File: config.mk
export PLATFORM = sky130hd
export DESIGN_NAME = dmem_txn_fifo
export DESIGN_NICKNAME = d
export VERILOG_FILES = /design/src/rtl/dmem_txn_fifo.sv
export SDC_FILE = /design/constraint.sdc
export NUM_CORES = 1
export LEC_CHECK = 0
export ABC_AREA = 1
export BUFFER_PORTS_ARGS = -buffer_cell sky130_fd_sc_hd__clkbuf_2
export CAP_MARGIN = 40
export CORE_MARGIN = 3
export CORE_UTILIZATION = 58
export CTS_CLUSTER_SIZE = 40
export DETAILED_ROUTE_END_ITERATION = 7
export PLACE_DENSITY = 0.77
export SETUP_SLACK_MARGIN = 0.15
export SLEW_MARGIN = 25
export SYNTH_ARGS = -nofsm -noshare
export SYNTH_HDL_FRONTEND = slang
export SYNTH_SLANG_ARGS = --single-unit
File: constraint.sdc
create_clock -name clk -period 6.8 [get_ports clk]
set_input_delay 0.34 -clock clk [delete_from_list [all_inputs] [get_ports clk]]
set_output_delay 0.34 -clock clk [all_outputs]
set_load 0.02 [all_outputs]
File: src/rtl/dmem_txn_fifo.sv
// dmem_txn_fifo: first-word-fall-through buffer of data-memory bus accesses.
// Each accepted capture is stored as (direction, address, byte-masked data,
// byte enables). A consumer drains the head through out_valid/out_ready.
// Captures that arrive while the buffer is full and not being popped are
// dropped and accounted in a sticky overflow flag and a saturating counter.
// Optional feature macro: DMEM_TXN_TS_EN adds a 32-bit free-running cycle
// counter whose value in the capture cycle is stored with each entry and
// presented on out_ts.
module dmem_txn_fifo #(
   parameter int DATA_W = 32,
   parameter int ADDR_W = 32,
   parameter int DEPTH  = 8,
   parameter int CNT_W  = 16
) (
   input  logic                       clk,
   input  logic                       rst,
   input  logic                       cap_valid,
   input  logic                       cap_we,
   input  logic [ADDR_W-1:0]          cap_addr,
   input  logic [DATA_W-1:0]          cap_data,
   input  logic [DATA_W/8-1:0]        cap_be,
   output logic                       out_valid,
   input  logic                       out_ready,
   output logic                       out_dir,
   output logic [ADDR_W-1:0]          out_addr,
   output logic [DATA_W-1:0]          out_data,
   output logic [DATA_W/8-1:0]        out_be,
`ifdef DMEM_TXN_TS_EN
   output logic [31:0]                out_ts,
`endif
   output logic [$clog2(DEPTH):0]     count,
   output logic                       full,
   output logic                       empty,
   output logic                       overflow,
   output logic [CNT_W-1:0]           drop_cnt,
   input  logic                       ovf_clr
);

   localparam int BE_W  = DATA_W / 8;
   localparam int PTR_W = $clog2(DEPTH);
   localparam int OCC_W = PTR_W + 1;
   localparam logic [OCC_W-1:0] DEPTH_C  = OCC_W'(DEPTH);
   localparam logic [CNT_W-1:0] DROP_MAX = {CNT_W{1'b1}};

   // Zero every byte lane whose enable is low.
   function automatic logic [DATA_W-1:0] f_mask_bytes(
      input logic [DATA_W-1:0] data,
      input logic [BE_W-1:0]   be
   );
      logic [DATA_W-1:0] masked;
      masked = {DATA_W{1'b0}};
      for (int i = 0; i < BE_W; i++) begin
         if (be[i]) begin
            masked[8*i +: 8] = data[8*i +: 8];
         end else begin
            masked[8*i +: 8] = 8'h00;
         end
      end
      return masked;
   endfunction

   // Entry storage (not reset: contents are only observed while out_valid).
   logic                r_mem_dir  [DEPTH];
   logic [ADDR_W-1:0]   r_mem_addr [DEPTH];
   logic [DATA_W-1:0]   r_mem_data [DEPTH];
   logic [BE_W-1:0]     r_mem_be   [DEPTH];
`ifdef DMEM_TXN_TS_EN
   logic [31:0]         r_mem_ts   [DEPTH];
   logic [31:0]         r_ts_cnt;
`endif

   logic [PTR_W-1:0]    r_wr_ptr;
   logic [PTR_W-1:0]    r_rd_ptr;
   logic [OCC_W-1:0]    r_count;
   logic                r_overflow;
   logic [CNT_W-1:0]    r_drop_cnt;

   logic                w_full;
   logic                w_empty;
   logic                w_pop;
   logic                w_push;
   logic                w_drop;

   assign w_full  = (r_count == DEPTH_C);
   assign w_empty = (r_count == {OCC_W{1'b0}});
   // A pop frees the head slot in the same cycle, so a full buffer still
   // accepts a capture when the consumer is draining.
   assign w_pop   = !w_empty && out_ready;
   assign w_push  = cap_valid && (!w_full || w_pop);
   assign w_drop  = cap_valid && w_full && !w_pop;

   // Advance read/write pointers and track occupancy.
   always_ff @(posedge clk) begin
      if (rst) begin
         r_wr_ptr <= {PTR_W{1'b0}};
         r_rd_ptr <= {PTR_W{1'b0}};
         r_count  <= {OCC_W{1'b0}};
      end else begin
         if (w_push) begin
            r_wr_ptr <= r_wr_ptr + PTR_W'(1);
         end
         if (w_pop) begin
            r_rd_ptr <= r_rd_ptr + PTR_W'(1);
         end
         case ({w_push, w_pop})
            2'b10:   r_count <= r_count + OCC_W'(1);
            2'b01:   r_count <= r_count - OCC_W'(1);
            default: r_count <= r_count;
         endcase
      end
   end

   // Write the masked capture record into the slot at the write pointer.
   always_ff @(posedge clk) begin
      if (!rst && w_push) begin
         r_mem_dir[r_wr_ptr]  <= cap_we;
         r_mem_addr[r_wr_ptr] <= cap_addr;
         r_mem_data[r_wr_ptr] <= f_mask_bytes(cap_data, cap_be);
         r_mem_be[r_wr_ptr]   <= cap_be;
`ifdef DMEM_TXN_TS_EN
         r_mem_ts[r_wr_ptr]   <= r_ts_cnt;
`endif
      end
   end

   // Sticky overflow flag and saturating drop counter; a drop outranks a clear.
   always_ff @(posedge clk) begin
      if (rst) begin
         r_overflow <= 1'b0;
         r_drop_cnt <= {CNT_W{1'b0}};
      end else if (w_drop) begin
         r_overflow <= 1'b1;
         if (ovf_clr) begin
            r_drop_cnt <= CNT_W'(1);
         end else if (r_drop_cnt != DROP_MAX) begin
            r_drop_cnt <= r_drop_cnt + CNT_W'(1);
         end else begin
            r_drop_cnt <= r_drop_cnt;
         end
      end else if (ovf_clr) begin
         r_overflow <= 1'b0;
         r_drop_cnt <= {CNT_W{1'b0}};
      end else begin
         r_overflow <= r_overflow;
         r_drop_cnt <= r_drop_cnt;
      end
   end

`ifdef DMEM_TXN_TS_EN
   // Free-running cycle counter sampled into each entry at capture.
   always_ff @(posedge clk) begin
      if (rst) begin
         r_ts_cnt <= 32'd0;
      end else begin
         r_ts_cnt <= r_ts_cnt + 32'd1;
      end
   end

   assign out_ts = r_mem_ts[r_rd_ptr];
`endif

   assign out_valid = !w_empty;
   assign out_dir   = r_mem_dir[r_rd_ptr];
   assign out_addr  = r_mem_addr[r_rd_ptr];
   assign out_data  = r_mem_data[r_rd_ptr];
   assign out_be    = r_mem_be[r_rd_ptr];
   assign count     = r_count;
   assign full      = w_full;
   assign empty     = w_empty;
   assign overflow  = r_overflow;
   assign drop_cnt  = r_drop_cnt;

endmodule

## After elaboration in Yosys (flattened, before gate mapping)

Memory sizes are Yosys's and may differ from the RTL's. A register that Yosys moved wholly into a read port is not among the register bits.
Cells that the tools add are included.

- Register bits after elaboration: 27
- Memories kept: 4
- Output and inout bits: 93
- RAM bits: 552
- Logic and storage cells: 58

- Equal/unequal tests: 4
- Reduce and logical (&&, ||, !) cells: 15
- Mux-type cells: 25
- Add/sub/neg operators: 5

Memory list:

| memory | words | bits a word | rd ports | clocked after memory_dff | write ports | line | text |
|---|---|---|---|---|---|---|---|
| r_mem_addr | 8 | 32 | 1 | 1 | 1 | 64 | `logic [ADDR_W-1:0] r_mem_addr [DEPTH];` |
| r_mem_data | 8 | 32 | 1 | 1 | 1 | 65 | `logic [DATA_W-1:0] r_mem_data [DEPTH];` |
| r_mem_be | 8 | 4 | 1 | 1 | 1 | 66 | `logic [BE_W-1:0] r_mem_be [DEPTH];` |
| r_mem_dir | 8 | 1 | 1 | 1 | 1 | 63 | `logic r_mem_dir [DEPTH];` |

Operators with widths:

| operator | count |
|---|---|
| $mux 16 | 4 |
| $mux 8 | 8 |
| $mux 3 | 8 |
| $add 16x1->16 const B | 1 |
| $ne 16x16->1 const B | 1 |
| $pmux 4 s2 | 1 |
| $add 3x1->3 const B | 2 |
| $reduce_bool 2->1 | 3 |
| $logic_and 1x1->1 | 5 |
| $add 4x1->4 const B | 1 |
| $eq 4x4->1 const B | 1 |
| $logic_not 1->1 | 4 |
| $logic_not 4->1 | 1 |
| $mux 1 | 4 |
| $sub 4x1->4 const B | 1 |
| $eq 2x1->1 const B | 1 |
| $eq 2x2->1 const B | 1 |
| $reduce_and 2->1 | 1 |
| $logic_or 1x1->1 | 1 |

## Logic depth before layout (Yosys ltp)

Gate-level depths: netlist (run 1).

- Depth after elaboration: 8
- Mapped depth: 12
- Mapped depth without buffers: 12

## Least setup slack after synthesis (run 1)

OpenSTA, ideal clock, no wires.

- Path kind: reg2reg
- Start: register r_count[0] (netlist: count[0])
- End: memory r_mem_addr[6][0], enable pin
- Cell stages (with the launch flop): 9
- Buffers on the path: 0
- Clock period less this slack: 6.373 ns
- Path slack: 0.427 ns
- Setup time: 0.581 ns
- Required time: 6.219 ns
- Arrival: 5.792 ns
- Cell sequence: dfxtp_1 -> nor2_2 -> nand2_2 -> nor2_4 -> nand2_1 -> nand2_2 -> nor2_1 -> inv_1 -> nor3_1

- Elaborated cells on any way between the ends: 10

RTL lines:

| what | line | text |
|---|---|---|
| from (decl) | 74 | `logic [OCC_W-1:0] r_count;` |
| from (signal assigned) | 97 | `r_count <= {OCC_W{1'b0}};` |
| from (signal assigned) | 106 | `2'b10: r_count <= r_count + OCC_W'(1);` |
| from (signal assigned) | 107 | `2'b01: r_count <= r_count - OCC_W'(1);` |
| $eq 4x4->1 | 84 | `assign w_full = (r_count == DEPTH_C);` |
| net full | 32 | `output logic full,` |
| $logic_not 1->1 | 89 | `assign w_push = cap_valid && (!w_full \|\| w_pop);` |
| $logic_or 1x1->1 | 89 |  |
| $logic_and 1x1->1 | 89 |  |
| $logic_and 1x1->1 | 115 | `if (!rst && w_push) begin` |
| $mux 1 | 115 |  |
| $mux 1 (implied by the code) | 117 | `r_mem_addr[r_wr_ptr] <= cap_addr;` |
| to (decl) | 64 |  |

The timed path passes the listed nets, and every way through them passes these cells.

==> results_dict.tcl, run 1 <==
set metrics [dict create \
    outcome "finished clean" \
    timing.hold.ws_ns 0.0313 \
    critPathSlowestCell "buf_4" \
    path_clk_slew_ns 0.06 \
    async_flop_share 0 \
    routabilityCongestion 0.833 \
    multiInputGateArea_mm2 0.00515 \
    synth_most_common_cell "edfxtp_1" \
    cp_top_family "buffers and inverters" \
    use_met1 0.327 \
    fin_util 0.670 \
    worstHoldStart "cap_addr[30]" \
    rsz0062_at_grt "false" \
    synth_edf_count 552 \
    yosys.area_share.simple 0.109 \
    syn_to_final_growth_pct 13.2 \
    hpwl_um 27200 \
    clk_latency_ns 0.59 \
    cp-start-kind "flip-flop" \
    synthAdderAreaFrac 0.00217 \
    crit_buf_inv 3 \
    period_needed_ns 4.04 \
    ys_top_cells_by_area "edfxtp_1 72%, nor2_1 8.3%, o21ai_0 6.2%" \
    syn_nets 1955 \
    ys.flop_type "edfxtp_1" \
    muxShareOfSynthArea 0 \
    cts_tree "built" \
    power_mw 8.60 \
    clock_sinks 582 \
    cts-htree-levels 2 \
    ioPinCount 167 \
    wl_per_cell_um 19.8 \
    worstPathCellList "inv_6 > buf_4 > o21ai_0 > o22ai_1 > nor2_1 > a31oi_1 > clkbuf_2" \
    core_mm2 0.0390 \
    dieArea_mm2 0.0422 \
    vdd_drop_max_mv 0.240 \
    finalHoldViolations 0 \
    setup-violations-final 0 \
    synth_compound_area_frac 0.108 \
    rows 72 \
    cp_max_fo 116 \
    drive_above_1_share 0.145 \
    met2_usage 0.392 \
    synth_commonest_cells "552 x edfxtp_1, 510 x nor2_1, 287 x o21ai_0, 91 x nand2_1, 71 x inv_1" \
    cts_resized 0 \
    drtIter0Drc 1271 \
    crit_path_end_kind "primary output" \
    holdCritPathClass "in -> reg" \
    fmax_ghz 0.247 \
    ys_seq_elements 582 \
    clock_skew_ns 0.0204 \
    p_per_area_mw_per_mm2 329 \
    grt_max_degree 139 \
    worst-setup-path-type "reg -> out" \
    final_nets 2094 \
    grt_usage 0.239 \
    grt-busiest-layer "met2" \
    clk_path_buf_depth 3 \
    synth_area_mm2 0.0231 \
    regArea_mm2 0.0172 \
    vias 15000 \
    grt-ovfl-total 0 \
    post-cts-setup-buffer-count 0 \
    synth-xor-area-share 0.00152 \
    ys_warn_count 0 \
    avgSynthCellArea_um2 12.3 \
    setup_tns_ns 0 \
    synth_cells 1877 \
    drc 0 \
    grt_pass1_vias 14500 \
    ant_nets 0 \
    stdcell_count 2572 \
    first_pass_iters 7 \
    cp.required_ns 6.46 \
    drv_cap 0 \
    synth_top_family_by_area "simple AND/OR/NAND/NOR gates" \
    post_cts_hold_buffer_count 0 \
    drv_slew 0 \
    p_leak_nw 9.22 \
    synth.distinct_cells 32 \
    fillers 2784 \
    yosysSeqAreaShare 0.744 \
    finalCritPeriodShare 0.595 \
    critPathMaxStageDelay_ns 0.75 \
    grt_pass1_wl_um 78500 \
    use_met3 0.0388 \
    die_y_um 206 \
    yosys.area.top_type "edfxtp_1" \
    routed_wl_um 50900 \
    initial_utilization 0.592 \
    antenna_found_initial 2 \
    synth.top_cell.area_share 0.718 \
    dp.cells 2474 \
    r2r_start "count[0]" \
    slew_headroom 0.426 \
    worst_pin_slew_ns 0.859 \
    via_per_inst 5.82 \
    cts_root_buffer "clkbuf_16" \
    die_w_um 206 \
    io_buffers 166 \
    cts_buffers 55 \
    worstPathArrival_ns 3.70 \
]
[per-stage QoR]
stage | area (um^2) | setup slack [ns]
finish | 26100 | 2.76
global route | 26100 | 2.47
CTS | 26100 | 2.74
detailed placement | 24400 | 3.36
global placement | 24300 | 3.40
floorplan | 23100 | 0.427
[cell type report]
type | count | area share
Sequential cell | 582 | 0.657
Multi-Input combinational cell | 1107 | 0.197
Clock buffer | 75 | 0.0583
Timing Repair Buffer | 195 | 0.0446
Tap cell | 518 | 0.0248
Inverter | 75 | 0.0113
Clock inverter | 19 | 0.00641
Antenna cell | 1 | 0.0000957
[kinds of logic after synthesis]
| group | count (synthesis) |
|---|---|
| AND/OR/NAND/NOR | 642 |
| flip-flops | 582 |
| AO/OA/AOI/OAI | 457 |
| buffers and inverters | 188 |
| XOR/XNOR | 4 |
| adder cells (fa/ha/maj) | 4 |
[registers in the layout (all words and copies together) (netlist names), named ones only]
| register | count |
|---|---|
| r_wr_ptr | 3 |
| count | 4 |
| drop_cnt | 16 |
| r_rd_ptr | 3 |
| r_mem_data | 256 |
| r_mem_addr | 256 |
| r_mem_dir | 8 |
| overflow | 1 |
| r_mem_be | 32 |
[power by group]
part / total (mW) / leakage, nW / internal, mW / switching, mW
Sequential: 4.08 / 5.27 / 4.00 / 0.0750
Combinational: 1.64 / 3.12 / 0.491 / 1.15
Clock: 2.88 / 0.827 / 1.67 / 1.22
[cell usage in the layout (no fill, tap or decap), types with 28 or more instances in the layout]
cell type  synthesis  final
dfxtp_1           30     28
o21ai_0          287    287
clkbuf_16          0     57
inv_1             71     69
nor2_1           510    506
edfxtp_1         552    552
o22ai_1           69     69
nand2_1           91     91
a31oi_1           69     69
clkbuf_2           0    166
[layer usage]
| layer | vias up | share of wire |
|---|---|---|
| li1 | 6981 | - |
| met4 | 2 | 0.022 |
| met1 | 7317 | 0.42 |
| met5 | - | 0.00026 |
| met2 | 591 | 0.49 |
| met3 | 84 | 0.072 |
[worst paths after layout]
path                       end  slack (ns)  depth (start not counted)
max               out_data[23]        2.76                          7
min          r_mem_addr[1][30]        0.03                          1
min reg2reg           overflow        0.46                          2
max reg2reg  r_mem_addr[5][15]        3.64                          9
[worst register-to-register path, stage by stage, from the launching register on]
cell and delay, ns:
dfxtp_1 0.45, nor2_2 0.09, nand2_2 0.08, nor2_4 0.05, nand2_1 0.08, nand2_2 0.08, nor2_1 0.15, nand2_1 0.26
nor2_4 0.74, buf_4 0.77
Note: power is estimated with default switching activity, not from simulation.
==> run 2: changes to the inputs <==
--- a/config.mk
+++ b/config.mk
@@ -5,14 +5,14 @@
 export SDC_FILE = /design/constraint.sdc
 export NUM_CORES = 1
 export LEC_CHECK = 0
-export ABC_AREA = 1
+export ABC_AREA = 0
 export BUFFER_PORTS_ARGS = -buffer_cell sky130_fd_sc_hd__clkbuf_2
 export CAP_MARGIN = 40
 export CORE_MARGIN = 3
-export CORE_UTILIZATION = 58
+export CORE_UTILIZATION = 54
 export CTS_CLUSTER_SIZE = 40
 export DETAILED_ROUTE_END_ITERATION = 7
-export PLACE_DENSITY = 0.77
+export PLACE_DENSITY = 0.76
 export SETUP_SLACK_MARGIN = 0.15
 export SLEW_MARGIN = 25
 export SYNTH_ARGS = -nofsm -noshare
==> constraint.sdc (replaced) <==
create_clock -name clk -period 3.5 [get_ports clk]
set_input_delay 0.175 -clock clk [delete_from_list [all_inputs] [get_ports clk]]
set_output_delay 0.175 -clock clk [all_outputs]
set_load 0.02 [all_outputs]
==> results_dict.tcl, run 2 <==
set metrics [dict create \
    via_per_inst 5.94 \
    regArea_mm2 0.0172 \
    yosysSeqAreaShare 0.767 \
    drive_above_1_share 0.383 \
    cts_root_buffer "clkbuf_16" \
    grt_pass1_wl_um 67400 \
    setup_tns_ns 0 \
    routed_wl_um 43000 \
    slew_headroom 0.453 \
    drc 0 \
    synth_commonest_cells "552 x edfxtp_1, 138 x mux4_2, 70 x mux2_2, 32 x and2_1, 31 x clkbuf_1" \
    wl_per_cell_um 23.7 \
    syn_nets 1100 \
    worst-setup-path-type "reg -> out" \
    post-cts-setup-buffer-count 0 \
    grt_usage 0.199 \
    first_pass_iters 5 \
    grt-ovfl-total 0 \
    outcome "finished clean" \
    rows 73 \
    post_cts_hold_buffer_count 36 \
    vias 10800 \
    drv_cap 0 \
    p_leak_nw 8.50 \
    synth_area_mm2 0.0224 \
    fillers 2688 \
    dp.cells 1683 \
    vdd_drop_max_mv 0.411 \
    synth.distinct_cells 46 \
    ioPinCount 167 \
    setup-violations-final 0 \
    antenna_found_initial 1 \
    path_clk_slew_ns 0.07 \
    ys_seq_elements 582 \
    rsz0062_at_grt "false" \
    crit_path_end_kind "primary output" \
    cp-start-kind "flip-flop" \
    io_buffers 166 \
    ys_top_cells_by_area "edfxtp_1 74%, mux4_2 14%, mux2_2 3.5%" \
    ys_warn_count 0 \
    worst_pin_slew_ns 0.820 \
    drv_slew 0 \
    grt_pass1_vias 11500 \
    cts-htree-levels 2 \
    holdCritPathClass "in -> reg" \
    grt_max_degree 70 \
    synth_cells 1022 \
    multiInputGateArea_mm2 0.00510 \
    antenna_cells 0 \
    clock_sinks 582 \
    die_w_um 210 \
    final_nets 1331 \
    async_flop_share 0 \
    final_cell_mix "552 x edfxtp_1, 167 x clkbuf_2, 138 x mux4_2, 70 x mux2_2, 57 x clkbuf_16" \
    reg.largest.list "r_mem_addr x256, r_mem_data x256, r_mem_be x32" \
    fmax_ghz 0.350 \
    ant_nets 0 \
    p_per_area_mw_per_mm2 634 \
    finalCritPeriodShare 0.817 \
    yosys.area.top_type "edfxtp_1" \
    cp.required_ns 3.32 \
    hpwl_um 23200 \
    routabilityCongestion 0.781 \
    fin_util 0.650 \
    drtIter0Drc 804 \
    period_needed_ns 2.86 \
    cts_tree "built" \
    avgSynthCellArea_um2 21.9 \
    core_mm2 0.0404 \
    worstPathArrival_ns 2.68 \
    synth_edf_count 552 \
    cts_buffers 56 \
    clk_path_buf_depth 3 \
    dieArea_mm2 0.0440 \
    synth.top_cell.area_share 0.740 \
    final_common_cell "edfxtp_1" \
    cts_resized 0 \
    ys.flop_type "edfxtp_1" \
    initial_utilization 0.555 \
    synth_most_common_cell "edfxtp_1" \
    finalHoldViolations 0 \
    die_y_um 210 \
    clk_latency_ns 0.59 \
    clock_skew_ns 0.0154 \
    stdcell_count 1816 \
    cp_max_fo 18 \
    syn_to_final_growth_pct 17.1 \
]
-- run 2: power breakdown --
group          internal, mW  switching, mW
Clock                  3.42           2.42
Combinational          1.45           1.47
Sequential             7.74          0.132
-- run 2: critical path, cell delays in order, from the launching register on --
cell and delay (ns):
dfxtp_4 0.59, buf_4 0.45, mux4_2 0.56, mux2_2 0.32
clkbuf_2 0.17
-- run 2: area by class of cell --
class / count / share of cell area
flip-flops and latches: 582 / 0.656
multi-input cells: 386 / 0.194
repair buffers: 223 / 0.0569
clock buffers: 67 / 0.0562
well taps: 525 / 0.0250
clock inverters: 29 / 0.0113
inverters: 4 / 0.000572
-- run 2: per-stage QoR --
stage | total power [mW] | setup WS, ns | hold slack (ns) | cell area (um^2)
2_1_floorplan | 10.1 | -0.355 | 0.274 | 22500
3_3_place_gp | 10.9 | 1.12 | 0.447 | 24100
3_5_place_dp | 11.0 | 1.19 | 0.453 | 24100
4_1_cts | 16.8 | 0.543 | 0.0216 | 26200
5_1_grt | 17.3 | 0.481 | 0.0665 | 26200
6_report | 16.6 | 0.640 | 0.0481 | 26200
-- run 2: logic make-up after synthesis --
group / Yosys count / share of synthesized area
xor gates and xnor gates: 4 / 0.00156
AOI/OAI and AO/OA: 44 / 0.0139
and+or+nand+nor: 123 / 0.0303
muxes: 211 / 0.175
buffers and inverters: 54 / 0.0102
adders and majority gates: 4 / 0.00223
DFF: 582 / 0.767
-- run 2: path summary, 6_finish.rpt --
| path | start | to | slack (ns) | depth (start not counted) |
|---|---|---|---|---|
| max | flip-flop | out_addr[9] | 0.64 | 4 |
| min | cap_be[3] | r_mem_be[6][3] | 0.05 | 1 |
| max reg2reg | count[0] | r_mem_data[2][31] | 1.14 | 5 |
| min reg2reg | overflow | overflow | 0.48 | 2 |
-- run 2: layer usage --
metal,global-route usage,wire length (um),up-vias
met5,0,13,-
met3,0.0362,2280,65
met1,0.283,18600,5651
met2,0.326,21200,301
met4,0.0529,883,2
li1,-,-,4759
==> run 3: changes to the inputs <==
--- a/config.mk
+++ b/config.mk
@@ -9,10 +9,10 @@
 export BUFFER_PORTS_ARGS = -buffer_cell sky130_fd_sc_hd__clkbuf_2
 export CAP_MARGIN = 40
 export CORE_MARGIN = 3
-export CORE_UTILIZATION = 54
+export CORE_UTILIZATION = 58
 export CTS_CLUSTER_SIZE = 40
 export DETAILED_ROUTE_END_ITERATION = 7
-export PLACE_DENSITY = 0.76
+export PLACE_DENSITY = 0.77
 export SETUP_SLACK_MARGIN = 0.15
 export SLEW_MARGIN = 25
 export SYNTH_ARGS = -nofsm -noshare
==> constraint.sdc (replaced) <==
create_clock -name clk -period 2.9 [get_ports clk]
set_input_delay 0.145 -clock clk [delete_from_list [all_inputs] [get_ports clk]]
set_output_delay 0.145 -clock clk [all_outputs]
set_load 0.02 [all_outputs]
==> results_dict.tcl, run 3 (same netlist as run 2, synthesis figures left out) <==
set metrics [dict create \
    finalHoldViolations 0 \
    r2r_slack_ns 0.65 \
    slew_headroom 0.505 \
    dp.cells 1672 \
    clock_sinks 582 \
    initial_utilization 0.592 \
    worstPathCellList "buf_16 > mux4_2 > mux2_2 > clkbuf_2" \
    die_w_um 203 \
    cp_top_family "multiplexers" \
    ioPinCount 167 \
    wl_per_cell_um 23.7 \
    routabilityCongestion 0.787 \
    crit_path_end_kind "primary output" \
    fin_area_mm2 0.0263 \
    cp-start-kind "flip-flop" \
    grt_pass1_wl_um 67400 \
    worstPathArrival_ns 2.51 \
    rows 71 \
    cp.required_ns 2.76 \
    finalCritPeriodShare 0.915 \
    clock_skew_ns 0.0168 \
    vdd_drop_max_mv 0.539 \
    drive_above_1_share 0.375 \
    holdCritPathClass "in -> reg" \
    setup_tns_ns 0 \
    setup-violations-final 0 \
    grt_pass1_vias 11600 \
    antenna_found_initial 1 \
    p_leak_nw 8.51 \
    final_cell_mix "552 x edfxtp_1, 166 x clkbuf_2, 138 x mux4_2, 70 x mux2_2, 57 x clkbuf_16" \
    setup_ws_ns 0.245 \
    outcome "finished clean" \
    timing.hold.ws_ns 0.0319 \
    stdcell_count 1818 \
    drc 0 \
    crit_buf_inv 2 \
    dieArea_mm2 0.0410 \
    dpl_worst_slack_ns 0.642 \
    cts_root_buffer "clkbuf_16" \
    rsz0062_at_grt "true" \
    reg.largest.list "r_mem_addr x256, r_mem_data x256, r_mem_be x32" \
    cts_tree "built" \
    power_mw 19.8 \
    syn_to_final_growth_pct 17.3 \
    drv_cap 0 \
    first_pass_iters 5 \
    clk_path_buf_depth 3 \
    path_clk_slew_ns 0.06 \
    io_buffers 166 \
    die_y_um 203 \
    ant_nets 0 \
    worst_pin_slew_ns 0.736 \
    final_nets 1342 \
    worst-setup-path-type "reg -> out" \
    fmax_ghz 0.377 \
    grt-ovfl-total 0 \
    period_needed_ns 2.65 \
    vias 10900 \
    place_area_mm2 0.0241 \
    p_per_area_mw_per_mm2 752 \
    fin_util 0.695 \
    via_per_inst 6.00 \
    grt_max_degree 75 \
    critPathSlowestCell "mux4_2" \
    core_mm2 0.0378 \
    hpwl_um 22600 \
    critPathMaxStageDelay_ns 0.56 \
    final_common_cell "edfxtp_1" \
    cp_max_fo 48 \
    drtIter0Drc 677 \
    drv_slew 0 \
    clk_latency_ns 0.59 \
    cts-htree-levels 2 \
    routed_wl_um 43000 \
    grt_usage 0.215 \
    cts_buffers 56 \
]
[run 3: cell types whose count changed in the layout (fill, tap and decap cells not counted), sizes merged]
cell	change
clkbuf	+3
buf	+3
bufinv	-3
inv	+1
clkinv	+2
diode	+1
dlygate4sd3	+9
[run 3: power breakdown]
group / total, mW / internal (mW) / switching [mW]
logic: 3.57 / 1.78 / 1.79
clock network: 6.76 / 3.85 / 2.91
registers: 9.45 / 9.34 / 0.115
total: 19.8 / 15.0 / 4.81
[run 3: path summary, 6_finish.rpt]
check | start | end | cells past startpoint
worst min-delay path | cap_data[3] | r_mem_data[2][3] | 2
worst max-delay path | flip-flop | out_data[23] | 4
worst min register to register | r_rd_ptr[1] | flip-flop | 2
worst max register to register | count[0] | count[2] | 6
[run 3: worst register-to-register path: cells and delay by family (launching register included)]
family / cells / cell delay, ns
AOI/OAI and AO/OA: 1 / 0.37
DFF: 1 / 0.36
adders and majority gates: 1 / 0.21
muxes: 2 / 0.44
and+or+nand+nor: 2 / 0.76
[run 3: final cells by class]
| type | count | area [um^2] |
|---|---|---|
| diodes | 1 | 2.50 |
| clock buffers | 71 | 1480 |
| clock inverters | 29 | 221 |
| fillers | 2373 | 11600 |
| inverters | 4 | 15.0 |
| multi-input cells | 386 | 5100 |
| flip-flops and latches | 582 | 17200 |
| well taps | 511 | 639 |
| repair buffers | 234 | 1640 |
[run 3: per-layer routing]
layer  GRT usage  share of wire
met1       0.312           0.43
met3      0.0374          0.058
met5           0              0
met4      0.0522          0.016
met2       0.350           0.50
[run 3: repair_timing]
| action | 4_1_cts | 5_1_grt |
|---|---|---|
| gates resized for setup | 0 | 1 |
| setup endpoints to repair | 0 | 31 |
| buffers inserted | 0 | 0 |
| endpoints found under the hold margin | 333 | 0 |
| hold buffers | 45 | 0 |
